$ cat src/rtl/lsu_ctrl.sv
`default_nettype none
// ============================================================================
// Module      : lsu_ctrl
// Description : Load/store unit for a word-wide DataMemory. Sub-word stores
//               are done as read-modify-write; loads are sign/zero extended.
//               Define LSU_MISALIGN_TRAP_EN to trap misaligned accesses.
// Revision    : 1.0 - initial release
// ============================================================================
module lsu_ctrl #(
    parameter int XLEN = 32
) (
    input  logic            clk,
    input  logic            rst_n,
    input  logic            req_valid,
    output logic            req_ready,
    input  logic            req_we,
    input  logic [2:0]      req_funct3,
    input  logic [XLEN-1:0] req_addr,
    input  logic [XLEN-1:0] req_wdata,
    output logic            rsp_valid,
    input  logic            rsp_ready,
    output logic [XLEN-1:0] rsp_rdata,
    output logic            rsp_err,
    output logic [XLEN-1:0] mem_addr,
    output logic [XLEN-1:0] mem_wdata,
    output logic            mem_we,
    input  logic [XLEN-1:0] mem_rdata
);

    localparam logic [1:0] S_IDLE   = 2'd0;
    localparam logic [1:0] S_ACCESS = 2'd1;
    localparam logic [1:0] S_WRITE  = 2'd2;
    localparam logic [1:0] S_RESP   = 2'd3;

    localparam logic [2:0] F_B  = 3'b000;
    localparam logic [2:0] F_H  = 3'b001;
    localparam logic [2:0] F_W  = 3'b010;
    localparam logic [2:0] F_BU = 3'b100;
    localparam logic [2:0] F_HU = 3'b101;

    logic [1:0]      r_state;
    logic            r_we;
    logic [2:0]      r_funct3;
    logic [1:0]      r_off;
    logic [15:0]     r_wdata_lo;
    logic [XLEN-1:0] r_rsp_rdata;
    logic            r_rsp_err;
    logic [XLEN-1:0] r_mem_addr;
    logic [XLEN-1:0] r_mem_wdata;
    logic            r_mem_we;

    logic            w_illegal;
    logic            w_half;
    logic            w_word;
    logic            w_trap;
    logic            w_err_flag;
    logic [XLEN-1:0] w_req_addr;
    logic [7:0]      w_byte;
    logic [15:0]     w_half_data;
    logic [XLEN-1:0] w_load;
    logic [XLEN-1:0] w_merged;

    always_comb begin
        case (req_funct3)
            F_B, F_H, F_W: w_illegal = 1'b0;
            F_BU, F_HU:    w_illegal = req_we;
            default:       w_illegal = 1'b1;
        endcase
        w_half = (req_funct3[1:0] == 2'b01);
        w_word = (req_funct3[1:0] == 2'b10);
    end

`ifdef LSU_MISALIGN_TRAP_EN
    logic w_misalign;
    assign w_misalign = (w_half && req_addr[0]) || (w_word && (req_addr[1:0] != 2'b00));
    assign w_trap     = w_illegal || w_misalign;
    assign w_err_flag = w_trap;
    assign w_req_addr = req_addr;
`else
    // Misaligned addresses are silently rounded down to the access size.
    assign w_trap     = w_illegal;
    assign w_err_flag = 1'b0;
    always_comb begin
        w_req_addr = req_addr;
        if (w_half) w_req_addr[0]   = 1'b0;
        if (w_word) w_req_addr[1:0] = 2'b00;
    end
`endif

    always_comb begin
        w_byte      = mem_rdata[{r_off, 3'b000} +: 8];
        w_half_data = mem_rdata[{r_off[1], 4'b0000} +: 16];
        case (r_funct3)
            F_B:     w_load = {{(XLEN-8){w_byte[7]}}, w_byte};
            F_H:     w_load = {{(XLEN-16){w_half_data[15]}}, w_half_data};
            F_BU:    w_load = {{(XLEN-8){1'b0}}, w_byte};
            F_HU:    w_load = {{(XLEN-16){1'b0}}, w_half_data};
            default: w_load = mem_rdata;
        endcase
    end

    always_comb begin
        w_merged = mem_rdata;
        if (r_funct3 == F_B) begin
            w_merged[{r_off, 3'b000} +: 8] = r_wdata_lo[7:0];
        end else begin
            w_merged[{r_off[1], 4'b0000} +: 16] = r_wdata_lo;
        end
    end

    always_ff @(posedge clk or negedge rst_n) begin
        if (!rst_n) begin
            r_state     <= S_IDLE;
            r_we        <= 1'b0;
            r_funct3    <= 3'b000;
            r_off       <= 2'b00;
            r_wdata_lo  <= 16'h0000;
            r_rsp_rdata <= '0;
            r_rsp_err   <= 1'b0;
            r_mem_addr  <= '0;
            r_mem_wdata <= '0;
            r_mem_we    <= 1'b0;
        end else begin
            case (r_state)
                S_IDLE: begin
                    if (req_valid) begin
                        r_we        <= req_we;
                        r_funct3    <= req_funct3;
                        r_off       <= w_req_addr[1:0];
                        r_wdata_lo  <= req_wdata[15:0];
                        r_rsp_rdata <= '0;
                        r_rsp_err   <= w_err_flag;
                        if (w_trap) begin
                            r_state <= S_RESP;
                        end else begin
                            r_state    <= S_ACCESS;
                            r_mem_addr <= {w_req_addr[XLEN-1:2], 2'b00};
                            // Full-word stores need no read, so the write is issued now.
                            if (req_we && (req_funct3 == F_W)) begin
                                r_mem_we    <= 1'b1;
                                r_mem_wdata <= req_wdata;
                            end
                        end
                    end
                end
                S_ACCESS: begin
                    if (!r_we) begin
                        r_rsp_rdata <= w_load;
                        r_state     <= S_RESP;
                    end else if (r_funct3 == F_W) begin
                        r_mem_we <= 1'b0;
                        r_state  <= S_RESP;
                    end else begin
                        r_mem_we    <= 1'b1;
                        r_mem_wdata <= w_merged;
                        r_state     <= S_WRITE;
                    end
                end
                S_WRITE: begin
                    r_mem_we <= 1'b0;
                    r_state  <= S_RESP;
                end
                S_RESP: begin
                    if (rsp_ready) r_state <= S_IDLE;
                end
                default: r_state <= S_IDLE;
            endcase
        end
    end

    assign req_ready = (r_state == S_IDLE);
    assign rsp_valid = (r_state == S_RESP);
    assign rsp_rdata = r_rsp_rdata;
    assign rsp_err   = r_rsp_err;
    assign mem_addr  = r_mem_addr;
    assign mem_wdata = r_mem_wdata;
    assign mem_we    = r_mem_we;

endmodule
`default_nettype wire

$ cat config.mk
export PLATFORM = sky130hd
export DESIGN_NAME = lsu_ctrl
export DESIGN_NICKNAME = d
export VERILOG_FILES = /design/src/rtl/lsu_ctrl.sv
export SDC_FILE = /design/constraint.sdc
export NUM_CORES = 1
export LEC_CHECK = 0
export ABC_AREA = 1
export CORE_AREA = 4 4 135 98
export CTS_BUF_LIST = sky130_fd_sc_hd__clkbuf_16
export DETAILED_ROUTE_END_ITERATION = 8
export DIE_AREA = 0 0 139 102
export DONT_BUFFER_PORTS = 1
export GPL_TIMING_DRIVEN = 0
export PLACE_DENSITY = 0.79
export SLEW_MARGIN = 25
export SYNTH_ARGS = -nofsm -noshare
export SYNTH_HDL_FRONTEND = slang
export SYNTH_SLANG_ARGS = --single-unit
$ cat constraint.sdc
create_clock -name clk -period 2.7 [get_ports clk]
set_input_delay 0.54 -clock clk [delete_from_list [all_inputs] [get_ports clk]]
set_output_delay 0.54 -clock clk [all_outputs]
set_load 0.05 [all_outputs]
==> key figures, run 1 <==
Critical path
  – Required @ worst endpoint: 3.07 ns
  – R2R cell count: 13
  – CP Max Fanout: 13
  – Critical path launch point type: register
  – Worst Setup SP: r_off[0]$_DFFE_PN0P_
  – Reg2reg setup slack: roughly 0.13 ns
  – Slowest CP cell: dfrtp_1
  – Worst Setup EP: mem_wdata[30]$_DFFE_PN0P_
  – CP cell instances: inv_1 -> ha_1 -> buf_2 -> inv_1 -> buf_2 -> nand2_1 -> nor2_1 -> nand2_1 -> nand2_1 -> nand2_1 -> nand2_1 -> nand2_1 -> nand2_1
  – Worst setup EP type: register
  – Reg2reg end: mem_wdata[30]$_DFFE_PN0P_
  – Critical path's most frequent cell: nand2_1
  – Crit-path max cell delay: 0.59 ns
  – Crit Path Category: reg -> reg
  – WP data arrival: 2.93 ns
  – RR Startpoint: r_off[0]$_DFFE_PN0P_

Drt
  – Via Count: between 7000 and 8000
  – Drt pass-1 iters: 6
  – Detail Route Antenna Nets: 0
  – Met3 wire length: between 3 and 4 mm
  – # DRC: 0
  – DR iter-0 viols: 705
  – Max Used Layer: met4
  – Final WL: ~23 mm
  – Met1 Wirelength: roughly 9.5 mm
  – DR WL/cell: approximately 19 um
  – Drt via density: about 5.7
  – Met2 Wirelength: approximately 9.5 mm

Timing
  – Post-layout min period: ~2.6 ns
  – Setup TNS: 0 ns
  – Worst Tran Pin Value: 0.7223 ns
  – Relative slew margins: about half
  – Hold slack: -0.1888 ns
  – Final-report hold violation count: 119
  – Final setup viols: 0
  – RSZ-0062 raised after global routing: no
  – Fmax: roughly 390 MHz
  – Clock skew: between 0.01 and 0.015 ns
  – Tcrit/Tclk final: 95.05%
  – Final Max Slew Viols: 0

Power and ir drop
  – Pwr Density: 1597 nW/um^2
  – Cell Int Power: roughly 5500 uW
  – Worst vdd ir: between 700 and 800 uV
  – Psw: slightly above 7000 uW
  – Clock power frac: between 10% and 20%
  – Comb pwr share: about two fifths
  – Pleak: just over 0.004 uW
  – Sequential share of power: between 40% and 50%
  – Sw Share: 56.44%

CTS
  – CTS max path bufs: 2
  – CTS tree: built
  – Clock latency on the worst-skew pair: ~0.43 ns
  – CTS Root Cell: clkbuf_16
  – Reg clk slew, reported paths: roughly 0.060 ns
  – Clock buffer count from CTS: 17
  – Htree depth: 4
  – Number of clock sinks: 119

Synth
  – Share of the synthesized area in the top cell type: between 40% and 50%
  – Syn Inst Count: 1032
  – Top cells by area, synth: dfrtp_1, nand2_1, nor2_1
  – Mapped Avg Cell Area: about 6.8 um^2
  – Number of synthesized flops with an enable pin: 0
  – Synth Register Bits: roughly 120
  – Cell accounting for the most synthesized area: dfrtp_1
  – Async SR Flop Fraction: 100.0%
  – Yosys warning total: 0
  – Library cells used by synthesis: 33
  – Register area share after synthesis: around 42%
  – Syn Std Cell Area: 7037 um^2
  – Prevailing post-synth register cell: dfrtp_1

Run
  – MaxCap Viol Count: 0

Finish
  – Share of layout cells above drive strength 1: a little under a tenth
  – N_diodes: 0
  – Post-Layout Cell Count: approximately 1200
  – Layout area overhead: 11.63%
  – Nets@finish: around 1200
  – Filler cells: 1074

Die
  – Initial Util: 58.24%
  – Die H: 102 um
  – Die X: roughly 140 um
  – Rows: 34
  – Core footprint: between 10000 and 15000 um^2
  – I/O pin cnt: 204
  – Die ar.: around 14000 um^2

Global routing
  – Global Route Usage Sum: approximately a third
  – Initial antenna violation count: 0
  – Vias in the first global route: 6411
  – Global route total overflow: 0
  – Global-route wire length before repair: ~35 mm
  – Largest net degree at the start of global routing: 120

Placement
  – Placer Congestion: 1.022
  – Final HPWL DP: 16.98 mm
  – Inst Count DP: around 1200
  – Number of buffers added on ports: 0

Hold path
  – Hold Path Class: in -> async

Run status
  – Status: finished, violations left
  – Failing checks: hold timing
power by group through the flow:
stage                     clock (uW)  combinational, uW  sequential (uW)
after CTS                       2320               4820             5290
after detailed placement           0               4760             5310
after global routing            2410               5490             5370
after floorplan                    0               3710             5040
final                           2310               4930             5300
after global placement             0               4660             5300
critical path: cells and delay by family, from the launching register on:
kind	cells	cell delay, ns
buffers and inverters	4	0.98
flip-flops	1	0.59
AND/OR/NAND/NOR	8	0.64
adder cells (fa/ha/maj)	1	0.30
what timing repair did:
action / in CTS / in global routing
hold endpoints to repair: 119 / 119
gates resized for setup: 0 / 4
endpoints found under the setup margin: 0 / 26
buffers inserted: 0 / 1
cell usage after synthesis, types with 4 or more instances:
| cell type | instances |
|---|---|
| dfrtp_1 | 119 |
| buf_4 | 9 |
| nand2_1 | 478 |
| nand3_2 | 4 |
| inv_2 | 6 |
| o21ai_2 | 12 |
| buf_6 | 5 |
| nand4_1 | 17 |
| nand3_1 | 46 |
| inv_1 | 41 |
| o21ai_0 | 68 |
| o211ai_1 | 18 |
| clkbuf_1 | 24 |
| a21oi_1 | 34 |
| buf_2 | 22 |
| nor2_1 | 96 |
| ha_1 | 9 |
| o21ai_1 | 4 |
how the worst min path moves through the flow:
stage / to / cells past startpoint / slack, ns
finish: mem_addr[23]$_DFFE_PN0P_ / 0 / -0.19
global route: mem_addr[23]$_DFFE_PN0P_ / 0 / -0.20
CTS: mem_addr[23]$_DFFE_PN0P_ / 0 / -0.20
detailed placement: mem_addr[23]$_DFFE_PN0P_ / 0 / 0.25
global placement: mem_addr[23]$_DFFE_PN0P_ / 0 / 0.25
floorplan: mem_addr[10]$_DFFE_PN0P_ / 0 / 0.24
registers in the layout (all words and copies together), names as in the netlist:
name        count
mem_we          1
mem_wdata      32
r_state         2
mem_addr       30
r_wdata_lo     16
r_we            1
rsp_rdata      32
r_off           2
r_funct3        3
placed cells by master, fill, tap and decap left out, types with 5 or more instances in the layout:
master / n
clkbuf_1: 22
o21ai_2: 12
nand3_1: 46
nand2_1: 478
inv_2: 6
o211ai_1: 18
buf_4: 10
buf_2: 22
nor2_1: 96
dfrtp_1: 118
nand4_1: 17
buf_6: 5
o21ai_0: 68
ha_1: 9
a21oi_1: 34
clkbuf_16: 17
inv_1: 41
metrics by stage:
step | cell area (um^2) | setup slack [ns] | hold WS [ns] | utilization, % | power [uW]
finish | 7855 | 0.1337 | -0.1888 | 65.02 | 12540
global route | 7855 | 0.001280 | -0.1972 | 65.02 | 13280
CTS | 7843 | 0.04423 | -0.1960 | 64.91 | 12420
detailed placement | 7247 | 0.1001 | 0.2476 | 59.98 | 10070
global placement | 7247 | 0.09759 | 0.2472 | 59.98 | 9965
floorplan | 7044 | 0.6587 | 0.2444 | - | 8758
per-layer routing:
layer / GRT usage (%) / up-vias
met1: 43.89 / 3240
met5: 1.974 / -
met3: 13.00 / 71
met2: 44.01 / 421
li1: - / 3314
met4: 11.13 / 0
cell type report:
| type | instances | area (um^2) | area share (%) |
|---|---|---|---|
| plain buffers | 60 | 325.3 | 4.141 |
| repair buffers | 1 | 7.507 | 0.09557 |
| multi-input cells | 804 | 3557 | 45.29 |
| well taps | 162 | 202.7 | 2.580 |
| flip-flops and latches | 119 | 2979 | 37.93 |
| inverters | 50 | 187.7 | 2.389 |
| clock inverters | 15 | 170.2 | 2.166 |
| clock buffers | 17 | 425.4 | 5.416 |
cell families (layout without fill, tap and decap cells):
| group | Yosys count | count (layout) | share of synthesized area, % |
|---|---|---|---|
| AOI/OAI and AO/OA | 139 | 139 | 11.29 |
| buffers and inverters | 111 | 143 | 7.326 |
| and+or+nand+nor | 653 | 653 | 37.41 |
| other | 1 | 3 | 0.05329 |
| DFF | 119 | 119 | 42.32 |
| adders and majority gates | 9 | 9 | 1.600 |
Note: power is estimated with default switching activity, not from simulation.
==> inputs of run 2 (changes only) <==
- CORE_AREA: 4 4 135 98 -> 4 4 141 102
- DIE_AREA: 0 0 139 102 -> 0 0 145 106
- PLACE_DENSITY: 0.79 -> 0.73
- clock period: 2.7 -> 2.69 ns (I/O delays scaled with it)
==> key figures, run 2 (synthesis gave the netlist of run 1 again) <==
Run status
  – Status: finished, violations left (unchanged)
  – Failing checks: hold timing (unchanged)

CTS
  – Setup Fix Bufs, Post-CTS: 0 (unchanged)
  – Reg clk slew, reported paths: 0.06 ns (about the same)
  – Htree depth: 4 (unchanged)
  – CTS tree: built (unchanged)
  – CTS Root Cell: clkbuf_16 (unchanged)
  – Number of clock sinks: 119 (unchanged)
  – Clock latency on the worst-skew pair: 0.42 ns (was 0.43 ns)
  – Clock buffer count from CTS: 17 (unchanged)
  – CTS max path bufs: 2 (unchanged)

Global routing
  – Largest net degree at the start of global routing: 120 (unchanged)
  – Vias in the first global route: 6573 (was 6411)
  – Global route total overflow: 0 (unchanged)
  – Global-route wire length before repair: 36.41 mm (was 34.62 mm)
  – Initial antenna violation count: 0 (unchanged)
  – Global Route Usage Sum: 30.14% (was 31.42%)

Die
  – Initial Util: 54.10% (was 58.24%)
  – Die H: 106 um (was 102 um)
  – Core footprint: 13010 um^2 (was 12080 um^2)
  – Die ar.: 15370 um^2 (was 14180 um^2)
  – I/O pin cnt: 204 (unchanged)
  – Die X: 145 um (was 139 um)
  – Rows: 35 (was 34)

Critical path
  – RR Startpoint: r_off[1]$_DFFE_PN0P_ (was r_off[0]$_DFFE_PN0P_)
  – WP data arrival: 2.82 ns (was 2.93 ns)
  – Crit Path Category: reg -> reg (unchanged)
  – Critical path's most frequent cell: nand2_1 (unchanged)
  – Crit-path max cell delay: 0.48 ns (was 0.59 ns)
  – CP Max Fanout: 12 (was 13)
  – Critical path launch point type: register (unchanged)
  – Required @ worst endpoint: 3.04 ns (was 3.07 ns)
  – R2R cell count: 15 (was 13)
  – Reg2reg end: mem_wdata[14]$_DFFE_PN0P_ (was mem_wdata[30]$_DFFE_PN0P_)
  – CP cell instances: inv_2 -> buf_2 -> clkbuf_4 -> ha_1 -> buf_2 -> inv_1 -> clkbuf_4 -> nand2_1 -> nor2_1 -> nand2_1 -> nand2_1 -> nand2_1 -> nand2_1 -> nand2_1 -> nand2_1 (was inv_1 -> ha_1 -> buf_2 -> inv_1 -> buf_2 -> nand2_1 -> nor2_1 -> nand2_1 -> nand2_1 -> nand2_1 -> nand2_1 -> nand2_1 -> nand2_1)
  – Slowest CP cell: dfrtp_2 (was dfrtp_1)
  – Reg2reg setup slack: 0.22 ns (was 0.13 ns)
  – Worst setup EP type: register (unchanged)

Finish
  – Layout area overhead: 11.70% (was 11.63%)
  – Nets@finish: 1165 (was 1166)
  – Post-Layout Cell Count: 1231 (was 1228)
  – Share of layout cells above drive strength 1: 9.671% (was 9.568%)
  – Most frequent cells in the layout: nand2_1, dfrtp_1, nor2_1, o21ai_0, nand3_1 (unchanged)
  – N_diodes: 0 (unchanged)
  – Commonest non-fill, non-tap cell in the layout: nand2_1 (unchanged)

Timing
  – RSZ-0062 raised after global routing: no (unchanged)
  – Setup TNS: 0 ns (unchanged)
  – Final setup viols: 0 (unchanged)
  – Hold slack: -0.1900 ns (was -0.1888 ns)
  – Final-report hold violation count: 119 (unchanged)
  – Worst Tran Pin Value: 0.7101 ns (was 0.7223 ns)
  – Clock skew: 0.01119 ns (was 0.01432 ns)
  – Relative slew margins: 52.66% (was 51.85%)
  – Fmax: 405.1 MHz (was 389.7 MHz)
  – Post-layout min period: 2.469 ns (was 2.566 ns)
  – Final Max Slew Viols: 0 (unchanged)
  – Tcrit/Tclk final: 91.77% (was 95.05%)

Drt
  – Final WL: 22.99 mm (was 22.84 mm)
  – Drt via density: 5.696 (was 5.738)
  – Drt pass-1 iters: 6 (unchanged)
  – DR iter-0 viols: 724 (was 705)
  – DR WL/cell: 18.67 um (was 18.60 um)
  – Via Count: 7012 (was 7046)
  – Detail Route Antenna Nets: 0 (unchanged)
  – # DRC: 0 (unchanged)

Power and ir drop
  – Sw Share: 56.31% (was 56.44%)
  – Worst vdd ir: 710.3 uV (was 774.0 uV)
  – Psw: 7078 uW (was 7080 uW)
  – Pleak: 0.004020 uW (was 0.004033 uW)
  – Sequential share of power: 42.3% (about the same)
  – Cell Int Power: 5491 uW (was 5464 uW)
  – Total power: 12570 uW (was 12540 uW)
  – Comb pwr share: 39.3% (about the same)
  – Clock power frac: 18.5% (was 18.4%)
  – Pwr Density: 1599 nW/um^2 (was 1597 nW/um^2)

Hold path
  – Hold Path Class: in -> async (unchanged)

Placement
  – Number of buffers added on ports: 0 (unchanged)
  – Placer Congestion: 1.043 (was 1.022)
  – Final HPWL DP: 17.37 mm (was 16.98 mm)
  – Inst Count DP: 1200 (was 1196)

Run
  – MaxCap Viol Count: 0 (unchanged)
==> run 2: cell types whose count changed in the layout (fill, tap and decap cells not counted) <==
cell | previous run | this run
buf_2 | 22 | 20
buf_4 | 10 | 9
clkbuf_4 | 0 | 2
clkinv_1 | 3 | 2
clkinv_4 | 4 | 1
clkinvlp_4 | 1 | 4
dfrtp_1 | 118 | 117
dfrtp_2 | 1 | 2
inv_6 | 4 | 5
==> run 2: power groups by stage <==
stage	combinational, uW	clock (uW)	sequential (uW)
after floorplan	3730	0	5060
after global placement	4700	0	5330
after detailed placement	4810	0	5330
after CTS	4830	2340	5310
after global routing	5600	2430	5400
final	4930	2320	5320
==> run 2: per-layer routing <==
metal  vias to the layer above  part of all wire [%]  wire length [um]  track usage [%]
met1                      3256                    43              9852            43.07
met5                         -                     0                 0                0
met4                         0                   2.0               455            8.475
met3                        40                    14              3186            12.95
met2                       396                    41              9492            41.53
li1                       3320                     -                 -                -
==> run 2: worst max path at each step <==
stage,startpoint,endpoint,depth (start not counted)
4_1_cts,r_off[1]$_DFFE_PN0P_,mem_wdata[9]$_DFFE_PN0P_,12
6_report,r_off[1]$_DFFE_PN0P_,mem_wdata[14]$_DFFE_PN0P_,15
3_5_place_dp,r_off[1]$_DFFE_PN0P_,mem_wdata[9]$_DFFE_PN0P_,12
3_3_place_gp,r_off[1]$_DFFE_PN0P_,mem_wdata[9]$_DFFE_PN0P_,12
5_1_grt,r_off[1]$_DFFE_PN0P_,mem_wdata[9]$_DFFE_PN0P_,12
2_1_floorplan,r_off[0]$_DFFE_PN0P_,mem_wdata[6]$_DFFE_PN0P_,12
==> run 2: area by class of cell <==
class / count / area [um^2]
Sequential cell: 119 / 2980
Fill cell: 1227 / 5146
Buffer: 60 / 330.3
Clock buffer: 17 / 425.4
Multi-Input combinational cell: 804 / 3557
Inverter: 50 / 191.4
Tap cell: 166 / 207.7
Clock inverter: 15 / 167.7
==> run 2: critical path: cells and delay by family (launching register included) <==
family	cells	cell delay [ns]
flip-flops	1	0.48
AND/OR/NAND/NOR	8	0.64
adder cells (fa/ha/maj)	1	0.19
buffers and inverters	6	1.08
==> run 2: through the flow <==
| stage | utilization (%) | setup WS [ns] | hold WS, ns | area, um^2 |
|---|---|---|---|---|
| after floorplan | - | 0.6487 | 0.2424 | 7044 |
| after global placement | 55.76 | 0.1121 | 0.2461 | 7252 |
| after detailed placement | 55.76 | 0.1331 | 0.2458 | 7252 |
| after CTS | 60.32 | 0.1113 | -0.2020 | 7845 |
| after global routing | 60.43 | 0.01684 | -0.2092 | 7860 |
| final | 60.43 | 0.2213 | -0.1900 | 7860 |
==> run 2: what timing repair did <==
item / 4_1_cts / 5_1_grt
endpoints found under the hold margin: 119 / 119
resized for setup: 0 / 8
setup endpoints to repair: 0 / 26
